## src/rtl/execute_alu_arb.sv

```systemverilog
// execute_alu_arb: round-robin arbiter between two requesters for the shared
// execute-stage ALU, with a one-entry registered response and valid/ready flow control.
module execute_alu_arb #(
  parameter int unsigned DW = 32,
  parameter int unsigned TW = 4
) (
  input  logic          clk,
  input  logic          rst,
  input  logic          flush,
  input  logic          req0_vld,
  output logic          req0_rdy,
  input  logic [6:0]    req0_opcode,
  input  logic [2:0]    req0_funct3,
  input  logic          req0_funct7,
  input  logic [DW-1:0] req0_a,
  input  logic [DW-1:0] req0_b,
  input  logic [TW-1:0] req0_tag,
  input  logic          req1_vld,
  output logic          req1_rdy,
  input  logic [6:0]    req1_opcode,
  input  logic [2:0]    req1_funct3,
  input  logic          req1_funct7,
  input  logic [DW-1:0] req1_a,
  input  logic [DW-1:0] req1_b,
  input  logic [TW-1:0] req1_tag,
  output logic [6:0]    alu_opcode,
  output logic [2:0]    alu_funct3,
  output logic          alu_funct7,
  output logic [DW-1:0] alu_a,
  output logic [DW-1:0] alu_b,
  input  logic [DW-1:0] alu_y,
  output logic          rsp_vld,
  input  logic          rsp_rdy,
  output logic [DW-1:0] rsp_y,
  output logic          rsp_src,
  output logic [TW-1:0] rsp_tag
);

  // lp_q = index of the last winner; lp_q = 1 means requester 0 wins the next tie.
  logic          lp_q, lp_d;
  logic          rsp_vld_q, rsp_vld_d;
  logic [DW-1:0] rsp_y_q, rsp_y_d;
  logic          rsp_src_q, rsp_src_d;
  logic [TW-1:0] rsp_tag_q, rsp_tag_d;

  logic avail;
  logic gnt0, gnt1;

  // Grant decision; no grant while reset is held so nothing is accepted and lost.
  always_comb begin
    avail = !rst && !flush && (!rsp_vld_q || rsp_rdy);
    gnt0  = avail && req0_vld && (!req1_vld || lp_q);
    gnt1  = avail && req1_vld && (!req0_vld || !lp_q);
  end

  assign req0_rdy = gnt0;
  assign req1_rdy = gnt1;

  // Route the granted request onto the ALU; all-zero when idle.
  always_comb begin
    alu_opcode = '0;
    alu_funct3 = '0;
    alu_funct7 = 1'b0;
    alu_a      = '0;
    alu_b      = '0;
    if (gnt0) begin
      alu_opcode = req0_opcode;
      alu_funct3 = req0_funct3;
      alu_funct7 = req0_funct7;
      alu_a      = req0_a;
      alu_b      = req0_b;
    end else if (gnt1) begin
      alu_opcode = req1_opcode;
      alu_funct3 = req1_funct3;
      alu_funct7 = req1_funct7;
      alu_a      = req1_a;
      alu_b      = req1_b;
    end
  end

  // Response register and round-robin pointer next-state.
  always_comb begin
    lp_d      = lp_q;
    rsp_vld_d = rsp_vld_q;
    rsp_y_d   = rsp_y_q;
    rsp_src_d = rsp_src_q;
    rsp_tag_d = rsp_tag_q;
    if (gnt0 || gnt1) begin
      rsp_vld_d = 1'b1;
      rsp_y_d   = alu_y;
      rsp_src_d = gnt1;
      rsp_tag_d = gnt1 ? req1_tag : req0_tag;
      lp_d      = gnt1;
    end else if (rsp_rdy || flush) begin
      rsp_vld_d = 1'b0;
    end
  end

  // State registers with asynchronous reset.
  always_ff @(posedge clk or posedge rst) begin
    if (rst) begin
      lp_q      <= 1'b1;
      rsp_vld_q <= 1'b0;
      rsp_y_q   <= '0;
      rsp_src_q <= 1'b0;
      rsp_tag_q <= '0;
    end else begin
      lp_q      <= lp_d;
      rsp_vld_q <= rsp_vld_d;
      rsp_y_q   <= rsp_y_d;
      rsp_src_q <= rsp_src_d;
      rsp_tag_q <= rsp_tag_d;
    end
  end

  assign rsp_vld = rsp_vld_q;
  assign rsp_y   = rsp_y_q;
  assign rsp_src = rsp_src_q;
  assign rsp_tag = rsp_tag_q;

endmodule
```

## config.mk

```make
export PLATFORM = sky130hd
export DESIGN_NAME = execute_alu_arb
export DESIGN_NICKNAME = d
export VERILOG_FILES = /design/src/rtl/execute_alu_arb.sv
export SDC_FILE = /design/constraint.sdc
export NUM_CORES = 1
export LEC_CHECK = 0
export CORE_AREA = 2 2 122 124
export CTS_BUF_LIST = sky130_fd_sc_hd__clkbuf_8
export DETAILED_ROUTE_END_ITERATION = 16
export DIE_AREA = 0 0 124 126
export PLACE_DENSITY_LB_ADDON = 0.3
export SYNTH_ARGS = -nofsm -noshare
export SYNTH_HDL_FRONTEND = slang
export SYNTH_SLANG_ARGS = --single-unit
```

## constraint.sdc

```tcl
create_clock -name clk -period 4.1 [get_ports clk]
set_input_delay 0.82 -clock clk [delete_from_list [all_inputs] [get_ports clk]]
set_output_delay 0.82 -clock clk [all_outputs]
set_load 0.02 [all_outputs]
```

=== Word level (Yosys, flattened, before mapping) ===
Index checks and enable logic that the tools add are counted.

* Register bits: 39
* Bits in latches: 0
* Bits in read-only memories: 0
* RAM bits: 0
* Memories: 0
* Output and inout bits: 115

* Reduce and logical (&&, ||, !) cells: 18
* $add $sub $neg: 0
* Equality and inequality tests: 0
* Multiplexer cells: 13
* Order comparisons: 0
* Bitwise logic cells: 0
* Shifts and indexed selects: 0
* Multiply operators: 0
* Divide/modulo/power cells: 0

{| class="wikitable"
|+ Operators by type and width
! operator !! count
|-
| two-way mux 32 bit || 4
|-
| two-way mux 7 bit || 2
|-
| logical AND 1 bit || 6
|-
| logical NOT 1 bit || 6
|-
| two-way mux 3 bit || 2
|-
| logical OR 1 bit || 5
|-
| two-way mux 1 bit || 4
|-
| two-way mux 4 bit || 1
|-
| nonzero test 2 bit || 1
|}

=== Depth between registers and ports, before layout ===
Gate-level depths: netlist (run 1).

* Depth in word-level cells: 7
* Depth in mapped cells: 6

=== Worst setup path after synthesis (run 1) ===
No wires, ideal clock.

* Path kind: input port to output port
* Start point: in rst
* End point: out req0_rdy
* Path slack: 1.120 ns
* Path buffers: 3
* Data required time: 3.280 ns
* Stages on the path: 6
* Arrival: 2.160 ns
* Cell sequence: or2_0 -> buf_2 -> nand2b_1 -> clkbuf_1 -> clkbuf_1 -> nor3_1

* Word-level cells in the longest chain between the ends: 5

{| class="wikitable"
|+ RTL lines
! element !! RTL line !! text
|-
| start, declared || 8 || <nowiki>input logic rst,</nowiki>
|-
| logical NOT 1 bit (no source line) || -- ||
|-
| logical AND 1 bit (2 in a row) || 51 || <nowiki>avail = !rst && !flush && (!rsp_vld_q || rsp_rdy);</nowiki>
|-
| logical AND 1 bit (2 in a row) || 52 || <nowiki>gnt0 = avail && req0_vld && (!req1_vld || lp_q);</nowiki>
|-
| end, declared || 11 || <nowiki>output logic req0_rdy,</nowiki>
|}

No other way between the ends.

=== Worst setup path after layout (run 1) ===
* Start point: in rst
* End point: out alu_opcode[0]

* Word-level cells in the longest chain between the ends: 7
* Elaborated cells between the ends (all ways): 9

{| class="wikitable"
|+ RTL lines
! element !! RTL line !! text
|-
| logical NOT 1 bit (no source line) * || -- ||
|-
| logical AND 1 bit * (2 in a row) || 51 ||
|-
| logical AND 1 bit (2 in a row) || 53 || <nowiki>gnt1 = avail && req1_vld && (!req0_vld || !lp_q);</nowiki>
|-
| two-way mux 7 bit || 72 || <nowiki>end else if (gnt1) begin</nowiki>
|-
| two-way mux 7 bit * || 66 || <nowiki>if (gnt0) begin</nowiki>
|-
| end, declared || 26 || <nowiki>output logic [6:0] alu_opcode,</nowiki>
|}

Mark *: on every way between the ends. The rest lies on a longest branch, timed or not.

==> flow_summary.toml, run 1 <==
[hold_path]
hp-class = "flip-flop to flip-flop"
worstHoldPathCells = 1
worstHoldStart = "rsp_y[0]"
min_to = "rsp_y[0]"

[detailed_routing]
viasPerCell = 4.75
drc = 0
first_iter_violations = 171
vias = 3607
wirelength_um = 13500
dr.pass1.iters = 4
postRouteAntennaNets = 0
routedWlPerCell_um = 17.8

[floorplan]
start_util = 0.185
fp.dieH_um = 126
rows = 44
core_area_mm2 = 0.0143
dieArea_mm2 = 0.0156
io_pins = 311
die_w_um = 124

[clock_network]
clk_pin_slew_worst_paths_ns = 0.07
ctsLongestPathBuffers = 2
clkLatencyLatePin_ns = 0.29
clkSinkCount = 39
cts_setup_buffers = 0
cts_made_buffers = 5
cts_tree = "yes"
cts_max_level = 2
cts_resized = 0
holdBufCountCts = 0
root_buffer = "clkbuf_8"

[worst_setup_path]
reg2reg_from = "rsp_vld"
cp_max_fo = 67
crit_arrival_ns = 2.94
required_ns = 3.28
reg2reg_depth = 4
cp-start-kind = "input port"
r2r_slack_ns = 2.37
worst_setup_path_end_kind = "output port"
rr_endpoint = "rsp_y[23]"
critPathKind = "input port to output port"

[timing]
tns_ns = 0
period_share = 0.917
max_freq_mhz = 266
setup_viol_count_final = 0
rsz0062_at_grt = "false"
fin_skew_ns = 0.00325
hold_ws_ns = 0.505
drv_slew = 0
hold_viol_final = 0
slew_headroom = 0.412
worst_slew_pin_slew_ns = 0.881
finalCriticalPeriod_ns = 3.76

[outcome]
outcome = "finished clean"

[power_and_ir_drop]
swShare = 0.348
vdd_ir_drop_max_mv = 0.240
p_comb_frac = 0.535
seqPwrFrac = 0.307
p_clk_frac = 0.158
power.density_mw_per_mm2 = 276
power.internal_uw = 1080
leakage_uw = 0.00214
p_sw_uw = 578

[global_routing]
grt_overflow_total = 0
grt.total_usage = 0.164
antenna_found_initial = 0
grt_max_degree = 76
grt_pass1_vias = 3775
grt_pass1_wl_um = 20100

[synth]
yosysMostFrequentCell = "nor2_1"
synthTopCellsByCount = "nor2_1 (78), a32oi_1 (75), dfrtp_1 (38)"
synth_area_leaders = "dfrtp_1 (36%), a32oi_1 (25%), mux2_2 (14%), nor2_1 (11%), clkbuf_1 (3.6%)"
synth_top_cell_by_area = "dfrtp_1"
synth_edf_count = 0
synthFlopType = "dfrtp_1"
netlist.area_leader.share = 0.360
synthCells = 287
synth.distinct_cells = 23
syn_area_mm2 = 0.00264
ys_ff_latch = 39
ys_warn_count = 0
syn-num-nets = 483
ys_seq_area_frac = 0.370
avgSynthCellArea_um2 = 9.20
async_flop_share = 1.00

[final_layout]
fin_nets = 771
design_area_mm2 = 0.00602
area_delta_synth_final_pct = 128
antenna_cells = 0
drive_above_1_share = 0.0974

[placed_design]
place.gp.congestion = 0.781
dpl-instance-area_mm2 = 0.00593
dp.final_hpwl_um = 10500
io_buffers = 310

[run]
maxCapViolCount = 0
-- area by class of cell --
class	instances	area, um^2
flip-flops and latches	39	977
repair buffers	319	3210
clock buffers	6	82.6
fillers	1377	8290
multi-input cells	208	1510
clock inverters	1	5.00
well taps	184	230
inverters	2	7.51
-- power groups by stage --
stage	Combinational (uW)	Clock, uW	Sequential [uW]
after floorplan	305	0	605
after global placement	883	0	512
after detailed placement	892	0	516
after CTS	894	279	512
after global routing	949	294	523
final	887	262	510
-- critical path, cell delays in order --
cell	delay [ns]
clkdlybuf4s50_1	0.42
or2_0	0.24
nand2b_2	0.35
buf_12	0.27
nor2_1	0.16
clkdlybuf4s50_1	0.63
-- per-layer routing --
metal	global-route usage	share of wire
met5	0	0
met4	0.0449	0.018
met3	0.0539	0.11
met2	0.297	0.50
met1	0.180	0.38
-- kinds of logic after synthesis --
group | after synthesis | share of synthesized area
AOI/OAI and AO/OA | 90 | 0.294
buffers and inverters | 40 | 0.0663
DFF | 39 | 0.370
muxes | 32 | 0.136
and+or+nand+nor | 86 | 0.133
-- flip-flops by register name, indices dropped and copies added, names as in the netlist --
register and count:
lp_q 1, rsp_src 1, rsp_y 32, rsp_vld 1, rsp_tag 4
-- cells in the final DEF (no fill, tap or decap) --
cell type / count
nor2_1: 78
o21ai_0: 2
o22ai_1: 1
clkinv_2: 1
buf_12: 4
nor3_1: 1
nand2b_2: 2
a2bb2oi_1: 4
a21boi_4: 1
dfstp_2: 1
nor3_4: 1
clkbuf_8: 6
a21bo_2: 1
nand2b_1: 1
mux2_2: 32
clkdlybuf4s50_1: 308
inv_1: 2
a32oi_1: 75
buf_2: 1
o31ai_1: 1
o32ai_1: 4
or2_0: 1
buf_4: 6
o41ai_1: 1
dfrtp_1: 38
nor2b_1: 2
-- worst max path at each step --
| stage | from | endpoint | slack [ns] | depth (start not counted) |
|---|---|---|---|---|
| after CTS | rst | alu_a[1] | 0.33 | 6 |
| after floorplan | rst | req0_rdy | 1.12 | 6 |
| final | rst | alu_opcode[0] | 0.34 | 6 |
| after global placement | rst | alu_a[1] | 0.34 | 6 |
| after global routing | rst | alu_a[1] | 0.22 | 6 |
| after detailed placement | rst | alu_a[1] | 0.33 | 6 |
-- stage by stage --
step / util / std cells / setup WS, ns / total power, uW
global placement: 0.415 / 752 / 0.338 / 1400
floorplan: - / 287 / 1.12 / 910
finish: 0.421 / 759 / 0.339 / 1660
CTS: 0.421 / 759 / 0.329 / 1680
global route: 0.421 / 759 / 0.219 / 1770
detailed placement: 0.415 / 752 / 0.331 / 1410
(Power assumes the default switching activity.)
==> run 2, diff against run 1 <==
CTS_CLUSTER_DIAMETER = 100   (was not set)
==> results of run 2 <==
The final DEF is identical to that of run 1; final timing and power are the same.
